`src/rtl/pc_stack_unit_if.sv`:
```
// rtl/pc_stack_unit_if.sv - request/status bundle between control unit and pc_stack_unit
//
// Purpose: groups the per-cycle request lines from the control unit and the
// program-counter / return-stack status returned by pc_stack_unit.
// Ports (signals):
//   enable, next_instr, jump, cmp_jump, call, ret, abs_mode, target : requests
//   pc, top, sp, stack_empty, stack_full, overflow_err, underflow_err : status
// Modports: master = control unit side, slave = pc_stack_unit side.
interface pc_stack_unit_if #(
  parameter int ADDR_W      = 11,
  parameter int STACK_DEPTH = 4
);
  localparam int SP_W = $clog2(STACK_DEPTH + 1);

  logic              enable;
  logic              next_instr;
  logic              jump;
  logic              cmp_jump;
  logic              call;
  logic              ret;
  logic              abs_mode;
  logic [ADDR_W-1:0] target;

  logic [ADDR_W-1:0] pc;
  logic [ADDR_W-1:0] top;
  logic [SP_W-1:0]   sp;
  logic              stack_empty;
  logic              stack_full;
  logic              overflow_err;
  logic              underflow_err;

  modport master (
    output enable, next_instr, jump, cmp_jump, call, ret, abs_mode, target,
    input  pc, top, sp, stack_empty, stack_full, overflow_err, underflow_err
  );

  modport slave (
    input  enable, next_instr, jump, cmp_jump, call, ret, abs_mode, target,
    output pc, top, sp, stack_empty, stack_full, overflow_err, underflow_err
  );
endinterface

```
`src/rtl/pc_stack_unit.sv`:
```
// rtl/pc_stack_unit.sv - program counter with return-address stack for the fetch stage
//
// Purpose: holds the instruction address and applies one action per enabled
// cycle (advance, ret, call, jump) by fixed priority; calls/rets go through an
// internal return-address stack with sticky overflow/underflow flags.
// Ports:
//   clk   - system clock, rising edge
//   reset - asynchronous, active-high; clears pc to RESET_PC and all stack state
//   bus   - pc_stack_unit_if.slave: request lines in, pc/stack status out
module pc_stack_unit #(
  parameter int              ADDR_W      = 11,
  parameter int              STACK_DEPTH = 4,
  parameter logic [ADDR_W-1:0] RESET_PC  = '0
) (
  input  logic                clk,
  input  logic                reset,
  pc_stack_unit_if.slave      bus
);
  localparam int SP_W  = $clog2(STACK_DEPTH + 1);
  localparam int IDX_W = (STACK_DEPTH > 1) ? $clog2(STACK_DEPTH) : 1;

  logic [ADDR_W-1:0] pc_q, pc_d;
  logic [SP_W-1:0]   sp_q, sp_d;
  logic              ovf_q, ovf_d;
  logic              unf_q, unf_d;
  logic              push_en;
  logic [ADDR_W-1:0] stack_q [STACK_DEPTH];

  logic [ADDR_W-1:0] pc_inc;
  logic [ADDR_W-1:0] branch_pc;
  logic [ADDR_W-1:0] top_w;
  logic [IDX_W-1:0]  top_idx;
  logic [IDX_W-1:0]  push_idx;
  logic              empty_w;
  logic              full_w;

  assign empty_w  = (sp_q == '0);
  assign full_w   = (sp_q == SP_W'(STACK_DEPTH));
  assign pc_inc   = pc_q + ADDR_W'(1);
  assign top_idx  = IDX_W'(sp_q - SP_W'(1));
  assign push_idx = IDX_W'(sp_q);
  assign top_w    = empty_w ? '0 : stack_q[top_idx];

  // Sign-extending an ADDR_W offset to ADDR_W bits is the identity, and the
  // sum wraps modulo 2^ADDR_W, so a plain same-width add gives pc + offset.
  assign branch_pc = bus.abs_mode ? bus.target : (pc_q + bus.target);

  always_comb begin
    pc_d    = pc_q;
    sp_d    = sp_q;
    ovf_d   = ovf_q;
    unf_d   = unf_q;
    push_en = 1'b0;
    if (bus.enable) begin
      if (bus.next_instr) begin
        pc_d = pc_inc;
      end else if (bus.ret) begin
        if (empty_w) begin
          unf_d = 1'b1;
        end else begin
          pc_d = top_w;
          sp_d = sp_q - SP_W'(1);
        end
      end else if (bus.call) begin
        if (full_w) begin
          ovf_d = 1'b1;
        end else begin
          push_en = 1'b1;
          sp_d    = sp_q + SP_W'(1);
          pc_d    = branch_pc;
        end
      end else if (bus.jump || bus.cmp_jump) begin
        pc_d = branch_pc;
      end
    end
  end

  always_ff @(posedge clk or posedge reset) begin
    if (reset) begin
      pc_q  <= RESET_PC;
      sp_q  <= '0;
      ovf_q <= 1'b0;
      unf_q <= 1'b0;
      for (int i = 0; i < STACK_DEPTH; i++) begin
        stack_q[i] <= '0;
      end
    end else begin
      pc_q  <= pc_d;
      sp_q  <= sp_d;
      ovf_q <= ovf_d;
      unf_q <= unf_d;
      // Popped entries are left in place; top is selected through sp.
      if (push_en) begin
        stack_q[push_idx] <= pc_inc;
      end
    end
  end

  assign bus.pc            = pc_q;
  assign bus.sp            = sp_q;
  assign bus.top           = top_w;
  assign bus.stack_empty   = empty_w;
  assign bus.stack_full    = full_w;
  assign bus.overflow_err  = ovf_q;
  assign bus.underflow_err = unf_q;
endmodule

```
`src/flat_wrapper.sv`:
```
// flat-port wrapper written by rule: the top's interface ports become plain ports
module pc_stack_unit_flat 
#(
  parameter int              ADDR_W      = 11,
  parameter int              STACK_DEPTH = 4,
  parameter logic [ADDR_W-1:0] RESET_PC  = '0
)
  (clk, reset, bus_enable, bus_next_instr, bus_jump, bus_cmp_jump, bus_call, bus_ret, bus_abs_mode, bus_target, bus_pc, bus_top, bus_sp, bus_stack_empty, bus_stack_full, bus_overflow_err, bus_underflow_err);
  pc_stack_unit_if #(.ADDR_W(ADDR_W), .STACK_DEPTH(STACK_DEPTH)) bus_i ();
  input  logic clk;
  input  logic reset;
  input wire logic [$bits(bus_i.enable)-1:0] bus_enable;
  input wire logic [$bits(bus_i.next_instr)-1:0] bus_next_instr;
  input wire logic [$bits(bus_i.jump)-1:0] bus_jump;
  input wire logic [$bits(bus_i.cmp_jump)-1:0] bus_cmp_jump;
  input wire logic [$bits(bus_i.call)-1:0] bus_call;
  input wire logic [$bits(bus_i.ret)-1:0] bus_ret;
  input wire logic [$bits(bus_i.abs_mode)-1:0] bus_abs_mode;
  input wire logic [$bits(bus_i.target)-1:0] bus_target;
  output wire logic [$bits(bus_i.pc)-1:0] bus_pc;
  output wire logic [$bits(bus_i.top)-1:0] bus_top;
  output wire logic [$bits(bus_i.sp)-1:0] bus_sp;
  output wire logic [$bits(bus_i.stack_empty)-1:0] bus_stack_empty;
  output wire logic [$bits(bus_i.stack_full)-1:0] bus_stack_full;
  output wire logic [$bits(bus_i.overflow_err)-1:0] bus_overflow_err;
  output wire logic [$bits(bus_i.underflow_err)-1:0] bus_underflow_err;
  assign bus_i.enable = bus_enable;
  assign bus_i.next_instr = bus_next_instr;
  assign bus_i.jump = bus_jump;
  assign bus_i.cmp_jump = bus_cmp_jump;
  assign bus_i.call = bus_call;
  assign bus_i.ret = bus_ret;
  assign bus_i.abs_mode = bus_abs_mode;
  assign bus_i.target = bus_target;
  assign bus_pc = bus_i.pc;
  assign bus_top = bus_i.top;
  assign bus_sp = bus_i.sp;
  assign bus_stack_empty = bus_i.stack_empty;
  assign bus_stack_full = bus_i.stack_full;
  assign bus_overflow_err = bus_i.overflow_err;
  assign bus_underflow_err = bus_i.underflow_err;
  pc_stack_unit #(.ADDR_W(ADDR_W), .STACK_DEPTH(STACK_DEPTH), .RESET_PC(RESET_PC)) u_core (.clk(clk), .reset(reset), .bus(bus_i));
endmodule
```
`config.mk`:
```
export PLATFORM = sky130hd
export DESIGN_NAME = pc_stack_unit_flat
export DESIGN_NICKNAME = d
export VERILOG_FILES = /design/src/rtl/pc_stack_unit_if.sv /design/src/rtl/pc_stack_unit.sv /design/src/flat_wrapper.sv
export SDC_FILE = /design/constraint.sdc
export NUM_CORES = 1
export LEC_CHECK = 0
export ABC_CLOCK_PERIOD_IN_PS = 2900
export CAP_MARGIN = 40
export CORE_MARGIN = 8
export CORE_UTILIZATION = 55
export DETAILED_ROUTE_END_ITERATION = 8
export PLACE_DENSITY = 0.8
export SLEW_MARGIN = 20
export SYNTH_ARGS = -nofsm -noshare
export SYNTH_HDL_FRONTEND = slang
export SYNTH_SLANG_ARGS = --single-unit
```
`constraint.sdc`:
```
create_clock -name clk -period 2.9 [get_ports clk]
set_input_delay 0.435 -clock clk [delete_from_list [all_inputs] [get_ports clk]]
set_output_delay 0.435 -clock clk [all_outputs]
set_load 0.05 [all_outputs]
```
== Yosys cells after proc, flatten, opt, wreduce, memory -nomap -nowiden ==
Cells that the tools add are included.

* Input bits: 20
* Logic and storage cells: 56
* Bits in registers: 60
* Output and inout port bits: 29

* Bitwise logic cells: 4
* Muxes and demuxes: 23
* Magnitude comparators: 3
* Equal/unequal tests: 5
* $add $sub $neg: 4
* Reductions and logical operators: 9

{| class="wikitable"
|+ Operators by type and width
! operator !! number
|-
| 11-bit two-way mux || 11
|-
| 44-bit bitwise mux || 1
|-
| 11-bit binary-select mux with 2-bit select || 1
|-
| 11-bit demux with 2-bit select || 1
|-
| 3-bit two-way mux || 4
|-
| 11-bit by 1-bit adder with 11-bit output, second input constant || 1
|-
| 11-bit adder || 1
|-
| 5-bit AND reduction || 2
|-
| 4-bit AND reduction || 2
|-
| 3-bit greater-or-equal comparator, second input constant || 2
|-
| 2-bit inverter with 3-bit output || 2
|-
| 1-bit two-way mux || 5
|-
| 2-bit inequality test, second input constant || 2
|-
| 4-bit inequality test, second input constant || 1
|-
| 4-bit nonzero test || 1
|-
| 3-bit by 1-bit adder with 3-bit output, second input constant || 1
|-
| 3-bit equality test, second input constant || 1
|-
| 3-bit logical NOT || 1
|-
| 3-bit by 1-bit less-than comparator with 1-bit output, second input constant || 1
|-
| 3-bit inequality test, second input constant || 1
|-
| 3-bit by 1-bit subtractor with 3-bit output, second input constant || 1
|-
| 1-bit inverter || 2
|-
| 2-bit nonzero test || 1
|-
| 1-bit logical AND || 1
|-
| 1-bit logical OR || 1
|}

== Logic depth before layout (Yosys ltp) ==
* Depth in word-level cells: 9
* Depth in mapped cells: 11
* Gate-level depth less buffers: 10

== Least setup slack after synthesis ==
No wires, ideal clock.

* Path kind: register to register
* Start: register u_core.sp_q[0] (netlist: u_core.bus.sp[0])
* End: register u_core.pc_q[2] (netlist: u_core.bus.pc[2])
* Clock period less this slack: 3.032 ns
* Buffers on the path: 1
* Setup time: 0.123 ns
* Arrival: 2.909 ns
* Required time: 2.777 ns
* Path slack: -0.132 ns
* Stages on the path, launching flop included: 10
* Path through: dfrtp_1 buf_2 inv_1 ha_1 mux4_1 and2_1 nand2b_1 a21oi_1 a31oi_1 o22a_1

* Word-level cells in the longest chain between the ends: 9
* Elaborated cells on any way between the ends: 14
* Those cells by class: 1 x add/sub; 3 x eq/ne; 7 x mux; 1 x bitwise; 2 x reduce/logical

{| class="wikitable"
|+ Ends and longest elaborated chain
! item !! RTL line !! source
|-
| from (decl) || pc_stack_unit.sv:23 || <nowiki>logic [SP_W-1:0] sp_q, sp_d;</nowiki>
|-
| from (signal assigned) || pc_stack_unit.sv:89 || <nowiki>sp_q <= sp_d;</nowiki>
|-
| 3-bit by 1-bit subtractor with 3-bit output || pc_stack_unit.sv:40 || <nowiki>assign top_idx = IDX_W'(sp_q - SP_W'(1));</nowiki>
|-
| named net u_core.top_idx[0] || pc_stack_unit.sv:32 || <nowiki>logic [IDX_W-1:0] top_idx;</nowiki>
|-
| 2-bit inverter with 3-bit output (implied by the code) || pc_stack_unit.sv:42 || <nowiki>assign top_w = empty_w ? '0 : stack_q[top_idx];</nowiki>
|-
| 11-bit binary-select mux with 2-bit select || pc_stack_unit.sv:42 ||
|-
| 11-bit two-way mux (implied by the code) (2 in series) || pc_stack_unit.sv:42 ||
|-
| 11-bit two-way mux || pc_stack_unit.sv:42 ||
|-
| named net bus_top[2] || flat_wrapper.sv:21 || <nowiki>output wire logic [$bits(bus_i.top)-1:0] bus_top;</nowiki>
|-
| 11-bit two-way mux || pc_stack_unit.sv:58 || <nowiki>if (empty_w) begin</nowiki>
|-
| 11-bit two-way mux || pc_stack_unit.sv:57 || <nowiki>end else if (bus.ret) begin</nowiki>
|-
| 11-bit two-way mux || pc_stack_unit.sv:55 || <nowiki>if (bus.next_instr) begin</nowiki>
|-
| to (signal assigned) || pc_stack_unit.sv:88 || <nowiki>pc_q <= pc_d;</nowiki>
|-
| to (decl) || pc_stack_unit.sv:22 || <nowiki>logic [ADDR_W-1:0] pc_q, pc_d;</nowiki>
|}

The timed path passes the listed nets, and every way through them passes these cells. The select of a mux whose other input is x is not followed.
A chain may end at the register's enable or synchronous reset.

== Final worst setup path ==
* Start: register u_core.sp_q[1] (netlist: u_core.bus.sp[1])
* End: output port bus_top[9]

* Word-level cells in the longest chain between the ends: 6
* Elaborated cells on any way between the ends: 7
* Those cells by class: 1 x add/sub; 4 x mux; 1 x bitwise; 1 x reduce/logical

{| class="wikitable"
|+ Ends and longest elaborated chain
! item !! RTL line
|-
| 3-bit by 1-bit subtractor with 3-bit output || pc_stack_unit.sv:40
|-
| 2-bit inverter with 3-bit output (implied by the code) || pc_stack_unit.sv:42
|-
| 11-bit binary-select mux with 2-bit select || pc_stack_unit.sv:42
|-
| 11-bit two-way mux (implied by the code) (2 in series) || pc_stack_unit.sv:42
|-
| 11-bit two-way mux * || pc_stack_unit.sv:42
|-
| to (decl) || flat_wrapper.sv:21
|}

Every way passes the cells marked *; elsewhere a longest branch is shown, timed or not. The select of a mux whose other input is x is not followed.

==> flow_metrics.py <==
metrics = {
    "synth": {
        "async_flop_share_pct": 100,
        "netlist_instances": 373,
        "ys_seq_area_share_pct": 41.6,
        "synth_cell_type_count": 54,
        "ys.flop_type": "dfrtp_1",
        "syn-num-nets": 410,
        "synth_warnings": 0,
        "syn_avg_cell_area_sq_um": 9.68,
        "ys_ff_latch": 60,
        "synth_edf_count": 0,
        "syn_area_sq_um": 3610,
    },
    "finish": {
        "drive_above_1_share_pct": 15.9,
        "final_area_sq_um": 4380,
        "final_cell_mix": "70 x nand2_1, 59 x dfrtp_1, 47 x o21ai_0",
        "final_cell_count_no_fill": 510,
        "final_common_cell": "nand2_1",
        "final_util_pct": 68.9,
        "antenna_cells": 0,
        "fillCellCount": 494,
        "regArea_sq_um": 1500,
        "nNetsFinal": 465,
        "area_growth_pct": 21.2,
        "multiInputGateArea_sq_um": 1990,
    },
    "pwr": {
        "switching_share_pct": 47.5,
        "combPwrFrac_pct": 59.7,
        "cellLeakagePower_nw": 1.96,
        "ir_worst_vdd_uv": 808,
        "power.density_nw_per_um2": 1210,
        "seq_power_share_pct": 27.4,
        "p_sw_mw": 2.51,
        "pwr-share-clk_pct": 12.9,
        "power.internal_mw": 2.78,
    },
    "placement": {
        "io_buffer_count": 48,
        "dp_hpwl_mm": 6.92,
        "place_congestion": 0.949,
        "dpl_cell_area_sq_um": 4180,
        "dp.cells": 494,
    },
    "detailed_routing": {
        "route.detailed.drc": 0,
        "ant_nets": 0,
        "num_vias": 3037,
        "wirelength_mm": 9.23,
        "wire_per_inst_um": 18.1,
        "dr.first_iter.drc_count": 163,
        "drtPass1Iterations": 4,
        "vias_per_cell": 5.95,
    },
    "die": {
        "io_pins": 49,
        "num_rows": 29,
        "die-area_sq_um": 9410,
        "initial_core_util_pct": 56.8,
        "chipHeight_um": 97.0,
        "die_x_um": 97.0,
        "core_area_sq_um": 6350,
    },
    "worst_setup_path": {
        "critical_path.cell_chain": "inv_1 -> ha_4 -> buf_4 -> mux4_2 -> and2_1 -> buf_4",
        "cpMostUsedCell": "buf_4",
        "cp_slowest_cell": "mux4_2",
        "cp-end-kind": "primary output",
        "path_buf_inv": 3,
        "critPathMaxFanout": 9,
        "critical-path-top-delay-family": "multiplexers",
        "cp.required_ns": 2.47,
        "arrival_ns": 2.27,
        "critPathMaxStageDelay_ns": 0.48,
        "setup.worst_path.class": "flip-flop to primary output",
        "start_kind": "flip-flop",
    },
    "sta": {
        "period_needed_ns": 2.70,
        "relSlewSlack_pct": 54.6,
        "finalCritPeriodShare_pct": 93.2,
        "rsz0062_at_grt": "false",
        "setup_viol_count_final": 0,
        "whs_ns": 0.474,
        "max_freq_ghz": 0.370,
        "clock_skew_ns": 0.0116,
        "setup_tns_ns": 0,
        "finalMaxSlewViolations": 0,
        "hold_violations": 0,
        "worstMarginPinSlew_ns": 0.680,
    },
    "clock_network": {
        "postCtsSetupRepairBufs": 0,
        "worstSkewPairLatency_ns": 0.34,
        "ctsHtreeMaxLevel": 3,
        "clock_path_buffers": 2,
        "cts_buffers": 9,
        "clk_pin_slew_ns": 0.07,
        "root_buffer": "clkbuf_8",
        "clkSinkCount": 60,
        "cts_tree": "done",
        "post_cts_hold_buffer_count": 0,
    },
    "global_route": {
        "grt_pass1_vias": 3203,
        "grt.total_usage_pct": 20.2,
        "grt_max_degree": 34,
        "grt_pass1_wl_mm": 15.7,
        "overflow": 0,
        "antenna_found_initial": 0,
    },
    "run_status": {
        "outcome": "completed",
    },
    "run": {
        "max-cap-violations": 0,
    },
    "min_path": {
        "hp-class": "flip-flop to flip-flop",
    },
}
-- metrics by stage --
step	worst slack, ns	power (mW)
floorplan	0.0581	3.65
global placement	0.0750	4.49
detailed placement	-0.0254	4.57
CTS	0.0586	5.27
global route	0.0952	5.61
finish	0.198	5.29
-- synthesized netlist by cell type (2+ instances only) --
cell | n | area (sq um)
nand2_1 | 70 | 263
dfrtp_1 | 60 | 1500
o21ai_0 | 47 | 235
a21oi_1 | 18 | 90.1
ha_1 | 16 | 200
nor2_1 | 15 | 56.3
clkbuf_1 | 14 | 52.6
xnor2_1 | 11 | 96.3
inv_1 | 9 | 33.8
xor2_1 | 8 | 70.1
and2_1 | 7 | 43.8
nand3_1 | 7 | 35.0
mux4_1 | 6 | 158
a31oi_1 | 5 | 31.3
and2_4 | 5 | 43.8
mux2i_1 | 5 | 50.1
mux4_2 | 5 | 113
mux2_2 | 4 | 45.0
nor2b_1 | 4 | 25.0
o21a_1 | 4 | 30.0
buf_2 | 3 | 15.0
nand4_1 | 3 | 18.8
o211ai_1 | 3 | 22.5
o221ai_1 | 3 | 26.3
a211oi_1 | 2 | 15.0
a21o_1 | 2 | 15.0
a221oi_2 | 2 | 30.0
a31o_1 | 2 | 17.5
buf_4 | 2 | 15.0
clkinv_1 | 2 | 7.51
nand2b_1 | 2 | 12.5
o21ai_1 | 2 | 10.0
o311ai_0 | 2 | 17.5
o31ai_1 | 2 | 15.0
or3_1 | 2 | 12.5
-- logic make-up (layout without fill, tap and decap cells) --
| kind of cell | count (synthesis) | in the layout | share of synthesized area [%] |
|---|---|---|---|
| simple gates | 122 | 122 | 15.9 |
| fa+ha+maj | 17 | 17 | 6.10 |
| xor+xnor | 19 | 19 | 4.61 |
| buf+inv | 31 | 91 | 3.74 |
| mux | 20 | 20 | 10.1 |
| compound gates | 104 | 104 | 17.9 |
| flops | 60 | 60 | 41.6 |
-- per-layer routing --
metal | wire [um] | global-route usage [%] | vias up
met5 | 0 | 0 | -
met4 | 227 | 9.70 | 0
met3 | 546 | 5.12 | 25
met2 | 4530 | 33.1 | 115
met1 | 3920 | 24.3 | 1448
li1 | - | - | 1449
-- path summary, 6_finish.rpt --
kind	start	to	slack, ns	cells after the start
min in group asynchronous	reset	u_core.stack_q[2]	0.52	2
setup / recovery	u_core.bus.sp[1]	bus_top[9]	0.20	6
hold reg to reg	u_core.bus.underflow_err	u_core.bus.underflow_err	0.47	1
setup reg to reg	u_core.bus.sp[1]	u_core.bus.pc[8]	0.52	8
hold / removal	u_core.bus.underflow_err	u_core.bus.underflow_err	0.47	1
max in group asynchronous	reset	u_core.bus.pc[3]	1.71	3
-- final cells by class --
cell class	instances	area share (%)
Inverter	11	0.943
Multi-Input combinational cell	282	45.4
Timing Repair Buffer	64	13.0
Clock buffer	12	3.54
Sequential cell	60	34.3
Clock inverter	4	0.572
Tap cell	77	2.20
-- flip-flops by register name (all words and copies together), names as in the netlist --
signal / count
u_core.bus.overflow_err: 1
u_core.bus.pc: 11
u_core.bus.sp: 3
u_core.bus.underflow_err: 1
u_core.stack_q: 44
-- power groups by stage --
| stage | Combinational, mW | Sequential, mW | Clock [mW] |
|---|---|---|---|
| 5_1_grt | 3.37 | 1.49 | 0.739 |
| 3_5_place_dp | 3.12 | 1.46 | 0 |
| 2_1_floorplan | 1.92 | 1.73 | 0 |
| 6_report | 3.16 | 1.45 | 0.683 |
| 3_3_place_gp | 3.06 | 1.43 | 0 |
| 4_1_cts | 3.13 | 1.44 | 0.694 |
-- what timing repair did --
action                                 in CTS  in global routing
endpoints found under the hold margin       0                  0
gates resized for setup                     1                  1
setup endpoints to repair                   6                  5
(Power assumes the default switching activity.)
